[config.mk]
export PLATFORM = sky130hd
export DESIGN_NAME = mem_stage_ctrl
export DESIGN_NICKNAME = d
export VERILOG_FILES = /design/src/rtl/mips_pkg.sv /design/src/rtl/wait_counter.sv /design/src/rtl/mem_stage_ctrl.sv
export SDC_FILE = /design/constraint.sdc
export NUM_CORES = 1
export LEC_CHECK = 0
export CORE_UTILIZATION = 39
export CTS_CLUSTER_DIAMETER = 50
export DETAILED_ROUTE_END_ITERATION = 12
export PLACE_DENSITY_LB_ADDON = 0.08
export SKIP_CTS_REPAIR_TIMING = 1
export SLEW_MARGIN = 25
export SYNTH_ARGS = -nofsm -noshare
export SYNTH_HDL_FRONTEND = slang
export SYNTH_SLANG_ARGS = --single-unit
[constraint.sdc]
create_clock -name clk -period 2.18 [get_ports clk]
set_input_delay 0.327 -clock clk [delete_from_list [all_inputs] [get_ports clk]]
set_output_delay 0.327 -clock clk [all_outputs]
set_load 0.01 [all_outputs]
[src/rtl/mips_pkg.sv]
// Shared encodings for the MIPS-style pipeline: bubble word, MEM-stage FSM states,
// write-back source selects and the data word returned by an aborted access.
package mips_pkg;

  localparam logic [15:0] NOP_WORD   = 16'h8040;
  localparam logic [15:0] ABORT_DATA = 16'hFFFF;

  typedef enum logic {
    IDLE = 1'b0,
    REQ  = 1'b1
  } state_e;

  localparam logic [1:0] RD_ALU = 2'd0;
  localparam logic [1:0] RD_MEM = 2'd1;
  localparam logic [1:0] RD_PC  = 2'd2;
  localparam logic [1:0] RD_IMM = 2'd3;

endpackage

[src/rtl/wait_counter.sv]
// 8-bit wait counter for the memory request phase; tc_o flags the cycle in which
// the count of elapsed REQ cycles (this one included) reaches LIMIT.
module wait_counter #(
  parameter int LIMIT = 15
) (
  input  logic clk,
  input  logic rst,
  input  logic clr_i,
  input  logic en_i,
  output logic tc_o
);

  logic [7:0] cnt_q, cnt_d;

  always_comb begin
    cnt_d = cnt_q;
    if (clr_i) begin
      cnt_d = '0;
    end else if (en_i) begin
      cnt_d = cnt_q + 8'd1;
    end
  end

  always_ff @(posedge clk) begin
    if (rst) begin
      cnt_q <= '0;
    end else begin
      cnt_q <= cnt_d;
    end
  end

  // cnt_q holds the ack-less REQ cycles already elapsed, so +1 is the current one.
  assign tc_o = (({1'b0, cnt_q} + 9'd1) == 9'(LIMIT));

endmodule

[src/rtl/mem_stage_ctrl.sv]
// Memory-stage controller: issues data-memory requests from EX/MEM, stalls the
// front of the pipeline until ack or timeout, and loads the MEM/WB register.
module mem_stage_ctrl
  import mips_pkg::*;
#(
  parameter int               WIDTH    = 16,
  parameter int               TIMEOUT  = 15,
  parameter logic [WIDTH-1:0] NOP_INST = WIDTH'(NOP_WORD)
) (
  input  logic             clk,
  input  logic             rst,
  input  logic [WIDTH-1:0] ex_inst,
  input  logic [WIDTH-1:0] ex_aluout,
  input  logic [WIDTH-1:0] ex_storedata,
  input  logic             ex_memread,
  input  logic             ex_memwrite,
  input  logic             ex_regwrite,
  input  logic [1:0]       ex_regdata,
  input  logic [1:0]       ex_window,
  output logic             mem_req,
  output logic             mem_we,
  output logic [WIDTH-1:0] mem_addr,
  output logic [WIDTH-1:0] mem_wdata,
  input  logic [WIDTH-1:0] mem_rdata,
  input  logic             mem_ack,
  output logic             stall,
  output logic [WIDTH-1:0] wb_inst,
  output logic [WIDTH-1:0] wb_aluout,
  output logic [WIDTH-1:0] wb_memdata,
  output logic             wb_regwrite,
  output logic [1:0]       wb_regdata,
  output logic [1:0]       wb_window,
  output logic             err
);

  state_e           state_q, state_d;
  logic             mem_req_q, mem_req_d;
  logic             mem_we_q, mem_we_d;
  logic [WIDTH-1:0] mem_addr_q, mem_addr_d;
  logic [WIDTH-1:0] mem_wdata_q, mem_wdata_d;
  logic             err_q, err_d;
  logic [WIDTH-1:0] wb_inst_q, wb_inst_d;
  logic [WIDTH-1:0] wb_aluout_q, wb_aluout_d;
  logic [WIDTH-1:0] wb_memdata_q, wb_memdata_d;
  logic             wb_regwrite_q, wb_regwrite_d;
  logic [1:0]       wb_regdata_q, wb_regdata_d;
  logic [1:0]       wb_window_q, wb_window_d;

  logic stall_c, bubble, ack_hit, tc, cnt_en, cnt_clr;

  wait_counter #(
    .LIMIT (TIMEOUT)
  ) u_wait_counter (
    .clk   (clk),
    .rst   (rst),
    .clr_i (cnt_clr),
    .en_i  (cnt_en),
    .tc_o  (tc)
  );

  // An ack only counts while a request is actually outstanding.
  assign ack_hit = mem_req_q & mem_ack;

  always_comb begin
    state_d       = state_q;
    mem_req_d     = mem_req_q;
    mem_we_d      = mem_we_q;
    mem_addr_d    = mem_addr_q;
    mem_wdata_d   = mem_wdata_q;
    err_d         = err_q;
    wb_inst_d     = ex_inst;
    wb_aluout_d   = ex_aluout;
    wb_memdata_d  = wb_memdata_q;
    wb_regwrite_d = ex_regwrite;
    wb_regdata_d  = ex_regdata;
    wb_window_d   = ex_window;
    stall_c       = 1'b0;
    bubble        = 1'b0;
    cnt_en        = 1'b0;
    cnt_clr       = 1'b1;

    case (state_q)
      IDLE: begin
        if (ex_memread || ex_memwrite) begin
          stall_c     = 1'b1;
          bubble      = 1'b1;
          mem_req_d   = 1'b1;
          mem_we_d    = ex_memwrite;
          mem_addr_d  = ex_aluout;
          mem_wdata_d = ex_storedata;
          state_d     = REQ;
          if (ex_memread && ex_memwrite) begin
            err_d = 1'b1;
          end
        end
      end
      REQ: begin
        if (ack_hit) begin
          mem_req_d = 1'b0;
          state_d   = IDLE;
          if (!mem_we_q) begin
            wb_memdata_d = mem_rdata;
          end
        end else if (tc) begin
          mem_req_d    = 1'b0;
          state_d      = IDLE;
          err_d        = 1'b1;
          wb_memdata_d = WIDTH'(ABORT_DATA);
        end else begin
          stall_c = 1'b1;
          bubble  = 1'b1;
          cnt_en  = 1'b1;
          cnt_clr = 1'b0;
        end
      end
      default: state_d = IDLE;
    endcase

    if (bubble) begin
      wb_inst_d     = NOP_INST;
      wb_aluout_d   = '0;
      wb_memdata_d  = '0;
      wb_regwrite_d = 1'b0;
      wb_regdata_d  = '0;
      wb_window_d   = '0;
    end
  end

  always_ff @(posedge clk) begin
    if (rst) begin
      state_q       <= IDLE;
      mem_req_q     <= 1'b0;
      mem_we_q      <= 1'b0;
      mem_addr_q    <= '0;
      mem_wdata_q   <= '0;
      err_q         <= 1'b0;
      wb_inst_q     <= NOP_INST;
      wb_aluout_q   <= '0;
      wb_memdata_q  <= '0;
      wb_regwrite_q <= 1'b0;
      wb_regdata_q  <= '0;
      wb_window_q   <= '0;
    end else begin
      state_q       <= state_d;
      mem_req_q     <= mem_req_d;
      mem_we_q      <= mem_we_d;
      mem_addr_q    <= mem_addr_d;
      mem_wdata_q   <= mem_wdata_d;
      err_q         <= err_d;
      wb_inst_q     <= wb_inst_d;
      wb_aluout_q   <= wb_aluout_d;
      wb_memdata_q  <= wb_memdata_d;
      wb_regwrite_q <= wb_regwrite_d;
      wb_regdata_q  <= wb_regdata_d;
      wb_window_q   <= wb_window_d;
    end
  end

  assign stall       = stall_c;
  assign mem_req     = mem_req_q;
  assign mem_we      = mem_we_q;
  assign mem_addr    = mem_addr_q;
  assign mem_wdata   = mem_wdata_q;
  assign err         = err_q;
  assign wb_inst     = wb_inst_q;
  assign wb_aluout   = wb_aluout_q;
  assign wb_memdata  = wb_memdata_q;
  assign wb_regwrite = wb_regwrite_q;
  assign wb_regdata  = wb_regdata_q;
  assign wb_window   = wb_window_q;

endmodule

==> out/metrics.yaml, run 1 <==
outcome:
  run_status: "finished clean"
route:
  viasPerCell: 4.62
  drc: 0
  vias: 2821
  wirelength_um: 8240
  drt_iter0_drc: 55
  wl_per_cell_um: 13.5
  first_pass_iters: 4
  ant_nets: 0
clocking:
  cts.sinks: 97
  cts.clk_slew.worst_paths_ns: 0.09
  numCtsBuffers: 9
  h-tree-depth: 3
  cts_root_buf: "clkbuf_8"
  cts_buffer_depth: 2
  clk_latency_ns: 0.35
  cts_tree: "built"
setup_path:
  required_ns: 1.85
  arrival_ns: 1.75
  start_kind: "flop"
  crit_fanout: 4
  crit_type: "flop to output port"
  endpoint_kind: "output port"
finish:
  nNetsFinal: 580
  drive_gt1_share_pct: 8.25
  diodes: 0
  syn_to_final_growth_pct: 65.4
  finish.instance_area_mm2: 0.00523
global_route:
  grt_pass1_vias: 2757
  grt_max_degree: 34
  grt_use_total_pct: 19.6
  grt_pass1_wl_um: 12900
  grt_overflow: 0
  antenna_found_initial: 0
placement:
  dpl.hpwl_um: 5880
  port_buffers: 162
  place_area_mm2: 0.00494
  place_congestion: 0.766
yosys:
  ys_ff_latch: 97
  synth_ff_type: "dfxtp_1"
  synth.net_count: 415
  synthSimpleGateAreaFrac_pct: 22.4
  synth_cells: 339
  seq_area_frac_synth_pct: 61.4
  synth_compound_area_share_pct: 11.2
  synthAdderAreaFrac_pct: 0.791
  synth_top_family_by_area: "simple AND/OR/NAND/NOR gates"
  ys_async_sr_fraction_pct: 0
  synth.distinct_cells: 31
  synth_warnings: 0
  syn_area_mm2: 0.00316
  syn_avg_cell_area_um2: 9.33
  synthMuxAreaShare_pct: 0
  synth_xor_area_share_pct: 1.11
  synth-edff-count: 0
sta:
  fin_crit_sh_pct: 95.1
  hold_slack_ns: 0.458
  fin_tns_setup_ns: 0
  final.min_clock_period_ns: 2.07
  worst_slew_pin_slew_ns: 0.577
  skew_ns: 0.0104
  finalSetupViolations: 0
  rsz0062_at_grt: "false"
  drv_slew: 0
  hold_violations: 0
  max_freq_mhz: 483
  slew_headroom_pct: 61.6
pwr:
  combinationalPowerShare_pct: 17.9
  p_sw_w: 0.000960
  p_int_w: 0.00298
  clockPowerShare_pct: 33.1
  irDropWorstVdd_v: 0.000461
  seqPwrFrac_pct: 48.9
  leakage_nw: 1.94
  total_power_w: 0.00394
  switching_share_pct: 24.4
  powerDensity_mw_per_mm2: 753
floorplanning:
  die_w_um: 92.1
  die-area_mm2: 0.00847
  num_rows: 32
  start_util_pct: 40.7
  io_pins: 163
  coreArea_mm2: 0.00777
  die_h_um: 92.1
run:
  maxCapViolCount: 0
min_path:
  worstHoldPathType: "flop to flop"
area by class of cell:
class / count / area (um2)
clock buffer: 12 / 155
inverter: 4 / 15.0
fill: 683 / 2530
tap: 102 / 128
clock inverter: 4 / 75.1
sequential: 97 / 1950
multi-input combinational: 219 / 1190
timing repair buffer: 173 / 1720
worst max-delay path: stages, from the launching register on:
cell,delay [ns]
dfxtp_1,0.45
nand2_1,0.15
or3_4,0.41
nand4_4,0.11
nand3_2,0.07
nand2_1,0.07
buf_2,0.13
layout by cell type (no fill, tap or decap), drive strengths merged, types with 2 or more instances in the layout:
cell type | Yosys | layout
clkdlybuf4s50 | 0 | 161
dfxtp | 97 | 97
nand2 | 70 | 70
nor2b | 36 | 36
a21oi | 36 | 36
nor2 | 27 | 27
o22ai | 18 | 18
clkbuf | 14 | 12
buf | 5 | 12
inv | 4 | 4
o21ai | 4 | 4
nand2b | 3 | 3
nand4 | 3 | 3
or2 | 3 | 3
a31oi | 2 | 2
xor2 | 2 | 2
xnor2 | 2 | 2
bufinv | 0 | 2
clkinvlp | 0 | 2
nand3 | 2 | 2
or3 | 2 | 2
ha | 2 | 2
layer usage:
| layer | vias up | wire (um) | track usage (%) | part of all wire (%) |
|---|---|---|---|---|
| met4 | 0 | 135 | 8.46 | 1.6 |
| li1 | 1438 | - | - | - |
| met1 | 1268 | 3460 | 22.6 | 42 |
| met5 | - | 0 | 0 | 0 |
| met3 | 11 | 651 | 6.47 | 7.9 |
| met2 | 104 | 3990 | 33.0 | 48 |
flip-flops by register name (all words and copies together) (netlist names):
name,cells
mem_wdata,16
wb_aluout,16
wb_regdata,2
wb_memdata,16
wb_regwrite,1
mem_we,1
err,1
wb_inst,16
state_q,1
wb_window,2
mem_addr,16
mem_req,1
u_wait_counter.cnt_q,8
worst paths after layout:
kind         slack (ns)                 endpoint               startpoint  depth (start not counted)
max                0.11                    stall  u_wait_counter.cnt_q[4]                          6
min reg2reg        0.46  u_wait_counter.cnt_q[0]  u_wait_counter.cnt_q[0]                          1
max reg2reg        0.15             wb_aluout[3]  u_wait_counter.cnt_q[0]                          9
min                0.46  u_wait_counter.cnt_q[0]  u_wait_counter.cnt_q[0]                          1
Yosys cell counts (all sizes together), types with 2 or more instances:
library cell | count | share of area [%]
a21oi | 36 | 5.7
a31oi | 2 | 0.40
buf | 5 | 0.99
clkbuf | 14 | 1.7
dfxtp | 97 | 61
ha | 2 | 0.79
inv | 4 | 0.47
nand2 | 70 | 8.3
nand2b | 3 | 0.59
nand3 | 2 | 0.32
nand4 | 3 | 0.79
nor2 | 27 | 3.2
nor2b | 36 | 7.1
o21ai | 4 | 0.63
o22ai | 18 | 3.6
or2 | 3 | 0.59
or3 | 2 | 0.40
xnor2 | 2 | 0.55
xor2 | 2 | 0.55
per-stage QoR:
step                utilization [%]  std cells  worst slack [ns]
floorplan                         -        339             0.374
global placement               63.6        595            0.0223
detailed placement             63.6        595           -0.0239
CTS                            66.6        611            -0.429
global route                   67.4        611           0.00961
finish                         67.4        611             0.108
power groups by stage:
stage | Combinational [W] | Clock, W | Sequential (W)
2_1_floorplan | 0.000241 | 0 | 0.00201
3_3_place_gp | 0.000701 | 0 | 0.00196
3_5_place_dp | 0.000709 | 0 | 0.00197
4_1_cts | 0.000713 | 0.00134 | 0.00193
5_1_grt | 0.000771 | 0.00142 | 0.00194
6_report | 0.000706 | 0.00131 | 0.00193
logic make-up (layout without fill, tap and decap cells):
kind of cell,count (synthesis),count (layout)
compound gates,62,62
flops,97,97
fa+ha+maj,2,2
buf+inv,23,193
simple gates,151,151
xor+xnor,4,4
Power figures use the tool's default switching activity.
==> inputs of run 2 (changes only) <==
- CORE_MARGIN: default -> 2
- CORE_UTILIZATION: 39 -> 35
- clock period: 2.18 -> 1.7 ns (I/O delays scaled with it)
==> out/metrics.yaml, run 2 (synthesis gave the netlist of run 1 again) <==
outcome:
  run_status: "finished with violations"  # was finished clean
  failed_checks: "setup timing"
route:
  wirelength_um: 8970  # was 8240 um
  wl_per_cell_um: 14.1  # was 13.5 um
  vias: 2958  # was 2,821
  drt_iter0_drc: 35  # was 55
  drc: 0  # unchanged
  first_pass_iters: 4  # unchanged
  ant_nets: 0  # unchanged
  viasPerCell: 4.64  # was 4.62
global_route:
  grt_pass1_vias: 2861  # was 2,757
  grt_use_total_pct: 17.7  # was 19.6%
  antenna_found_initial: 0  # unchanged
  grt_pass1_wl_um: 13900  # was 12,900 um
  grt_overflow: 0  # unchanged
  grt_max_degree: 34  # unchanged
placement:
  place_congestion: 0.807  # was 0.766
  dp.cells: 620  # was 595
  dpl.hpwl_um: 6250  # was 5880 um
  place_area_mm2: 0.00513  # was 0.00494 mm2
  port_buffers: 162  # unchanged
finish:
  fillers: 773  # was 683
  fin_cells: 638  # was 611
  finish.instance_area_mm2: 0.00547  # was 0.00523 mm2
  nNetsFinal: 603  # was 580
  syn_to_final_growth_pct: 73.0  # was 65.4%
  final_cell_mix: "clkdlybuf4s50_1 (161), dfxtp_1 (95), nand2_1 (70), a21oi_1 (36), nor2b_1 (32)"  # was clkdlybuf4s50_1 (161), dfxtp_1 (95), nand2_1 (70), nor2b_1 (36), a21oi_1 (36)
  drive_gt1_share_pct: 13.4  # was 8.25%
  mostFrequentLayoutCell: "clkdlybuf4s50_1"  # unchanged
  diodes: 0  # unchanged
setup_path:
  rr_endpoint: "wb_aluout[15]"  # was wb_aluout[3]
  crit_chain: "buf_6, inv_4, ha_4, nor4b_4, o211a_1, nand4_4, buf_4, o31a_4, clkbuf_16, nor2b_1"  # was nand2_1, or3_4, nand4_4, nand3_2, nand2_1, buf_2
  crit_path_top_delay_cell: "o31a_4"  # was dfxtp_1
  rr_startpoint: "u_wait_counter.cnt_q[0]"  # unchanged
  crit_fanout: 10  # was 4
  arrival_ns: 2.29  # was 1.75 ns
  setup.worst_path.end: "wb_aluout[15]"  # was stall
  required_ns: 2.00  # was 1.85 ns
  endpoint_kind: "flop"  # was output port
  reg2reg_depth: 10  # was 9
  crit_type: "flop to flop"  # was flop to output port
  start_kind: "flop"  # unchanged
  max_stage_delay_ns: 0.36  # was 0.45 ns
  r2r_slack_ns: -0.28  # was 0.15 ns
  critPathLaunch: "u_wait_counter.cnt_q[0]"  # was u_wait_counter.cnt_q[4]
pwr:
  total_power_w: 0.00495  # was 0.00394 W
  powerDensity_mw_per_mm2: 904  # was 753 mW/mm2
  leakage_nw: 2.08  # was 1.94 nW
  irDropWorstVdd_v: 0.000612  # was 0.000461 V
sta:
  worst_slew_pin_slew_ns: 0.369  # was 0.577 ns
  slew_headroom_pct: 75.4  # was 61.6%
  hold_violations: 0  # unchanged
  max_freq_mhz: 504
  final.min_clock_period_ns: 1.98
  rsz0062_at_grt: "true"  # was false
  fin_tns_setup_ns: -13.23  # was 0 ns
  fin_ws_ns: -0.285  # was 0.108 ns
  skew_ns: 0.00964  # was 0.0104 ns
  finalSetupViolations: 54  # was 0
  fin_crit_sh_pct: 117
  drv_slew: 0  # unchanged
clocking:
  cts.sinks: 97  # unchanged
  cts_buffer_depth: 2  # unchanged
  cts.clk_slew.worst_paths_ns: 0.09  # about the same
  numCtsBuffers: 9  # unchanged
  clk_latency_ns: 0.37  # was 0.35 ns
  cts_root_buf: "clkbuf_8"  # unchanged
  h-tree-depth: 3  # unchanged
  cts_tree: "built"  # unchanged
floorplanning:
  num_rows: 34  # was 32
  die_h_um: 99.1  # was 92.1 um
  coreArea_mm2: 0.00876  # was 0.00777 mm2
  die-area_mm2: 0.00981  # was 0.00847 mm2
  die_w_um: 99.1  # was 92.1 um
  start_util_pct: 36.1  # was 40.7%
  io_pins: 163  # unchanged
min_path:
  worstHoldPathType: "primary input to flop"  # was flop to flop
run:
  maxCapViolCount: 0  # unchanged
## run 2: cell types whose count changed in the layout (fill, tap and decap cells not counted), sizes merged
cell	previous run	this run
bufinv	2	1
buf	12	31
inv	4	5
o31a	1	2
clkbuf	12	13
## run 2: report_power, final
group	internal (W)	switching, W	total, W
sequential	0.00241	0.0000662	0.00247
clock	0.000710	0.000787	0.00150
combinational	0.000558	0.000419	0.000977
## run 2: through the flow
stage                     setup slack [ns]  util [%]  hold WS (ns)
after floorplan                    -0.0925         -         0.355
after global placement              -0.318      58.5         0.440
after detailed placement            -0.323      58.5         0.446
after CTS                           -0.734      60.7         0.418
after global routing                -0.366      62.4         0.428
final                               -0.285      62.4         0.427
## run 2: metal layers
metal	wire, um	up-vias	GRT usage (%)
li1	-	1489	-
met1	3800	1354	21.1
met2	4310	101	28.7
met3	723	14	7.66
met4	140	0	5.80
met5	0	-	0
## run 2: critical path: cells and delay by family, from the launching register on
| kind | cells | cell delay, ns |
|---|---|---|
| AOI/OAI and AO/OA | 2 | 0.58 |
| adders and majority gates | 1 | 0.10 |
| buffers and inverters | 4 | 0.53 |
| DFF | 1 | 0.34 |
| and+or+nand+nor | 3 | 0.37 |
## run 2: worst min-delay path by stage
stage | slack, ns | end | start | cells past startpoint
finish | 0.43 | wb_inst[8] | ex_inst[8] | 2
global route | 0.43 | wb_window[0] | ex_window[0] | 2
CTS | 0.42 | wb_inst[8] | ex_inst[8] | 2
detailed placement | 0.45 | mem_addr[3] | mem_addr[3] | 2
global placement | 0.44 | mem_wdata[0] | mem_wdata[0] | 2
floorplan | 0.35 | wb_inst[15] | ex_inst[15] | 1
## run 2: layout make-up
class                      count  area, um2  share of cell area (%)
clock buffer                  10        138                    2.52
clock inverter                 4       53.8                   0.983
inverter                       4       17.5                   0.320
multi-input combinational    220       1230                    22.5
sequential                    97       1940                    35.5
tap                          108        135                    2.47
timing repair buffer         195       1950                    35.7
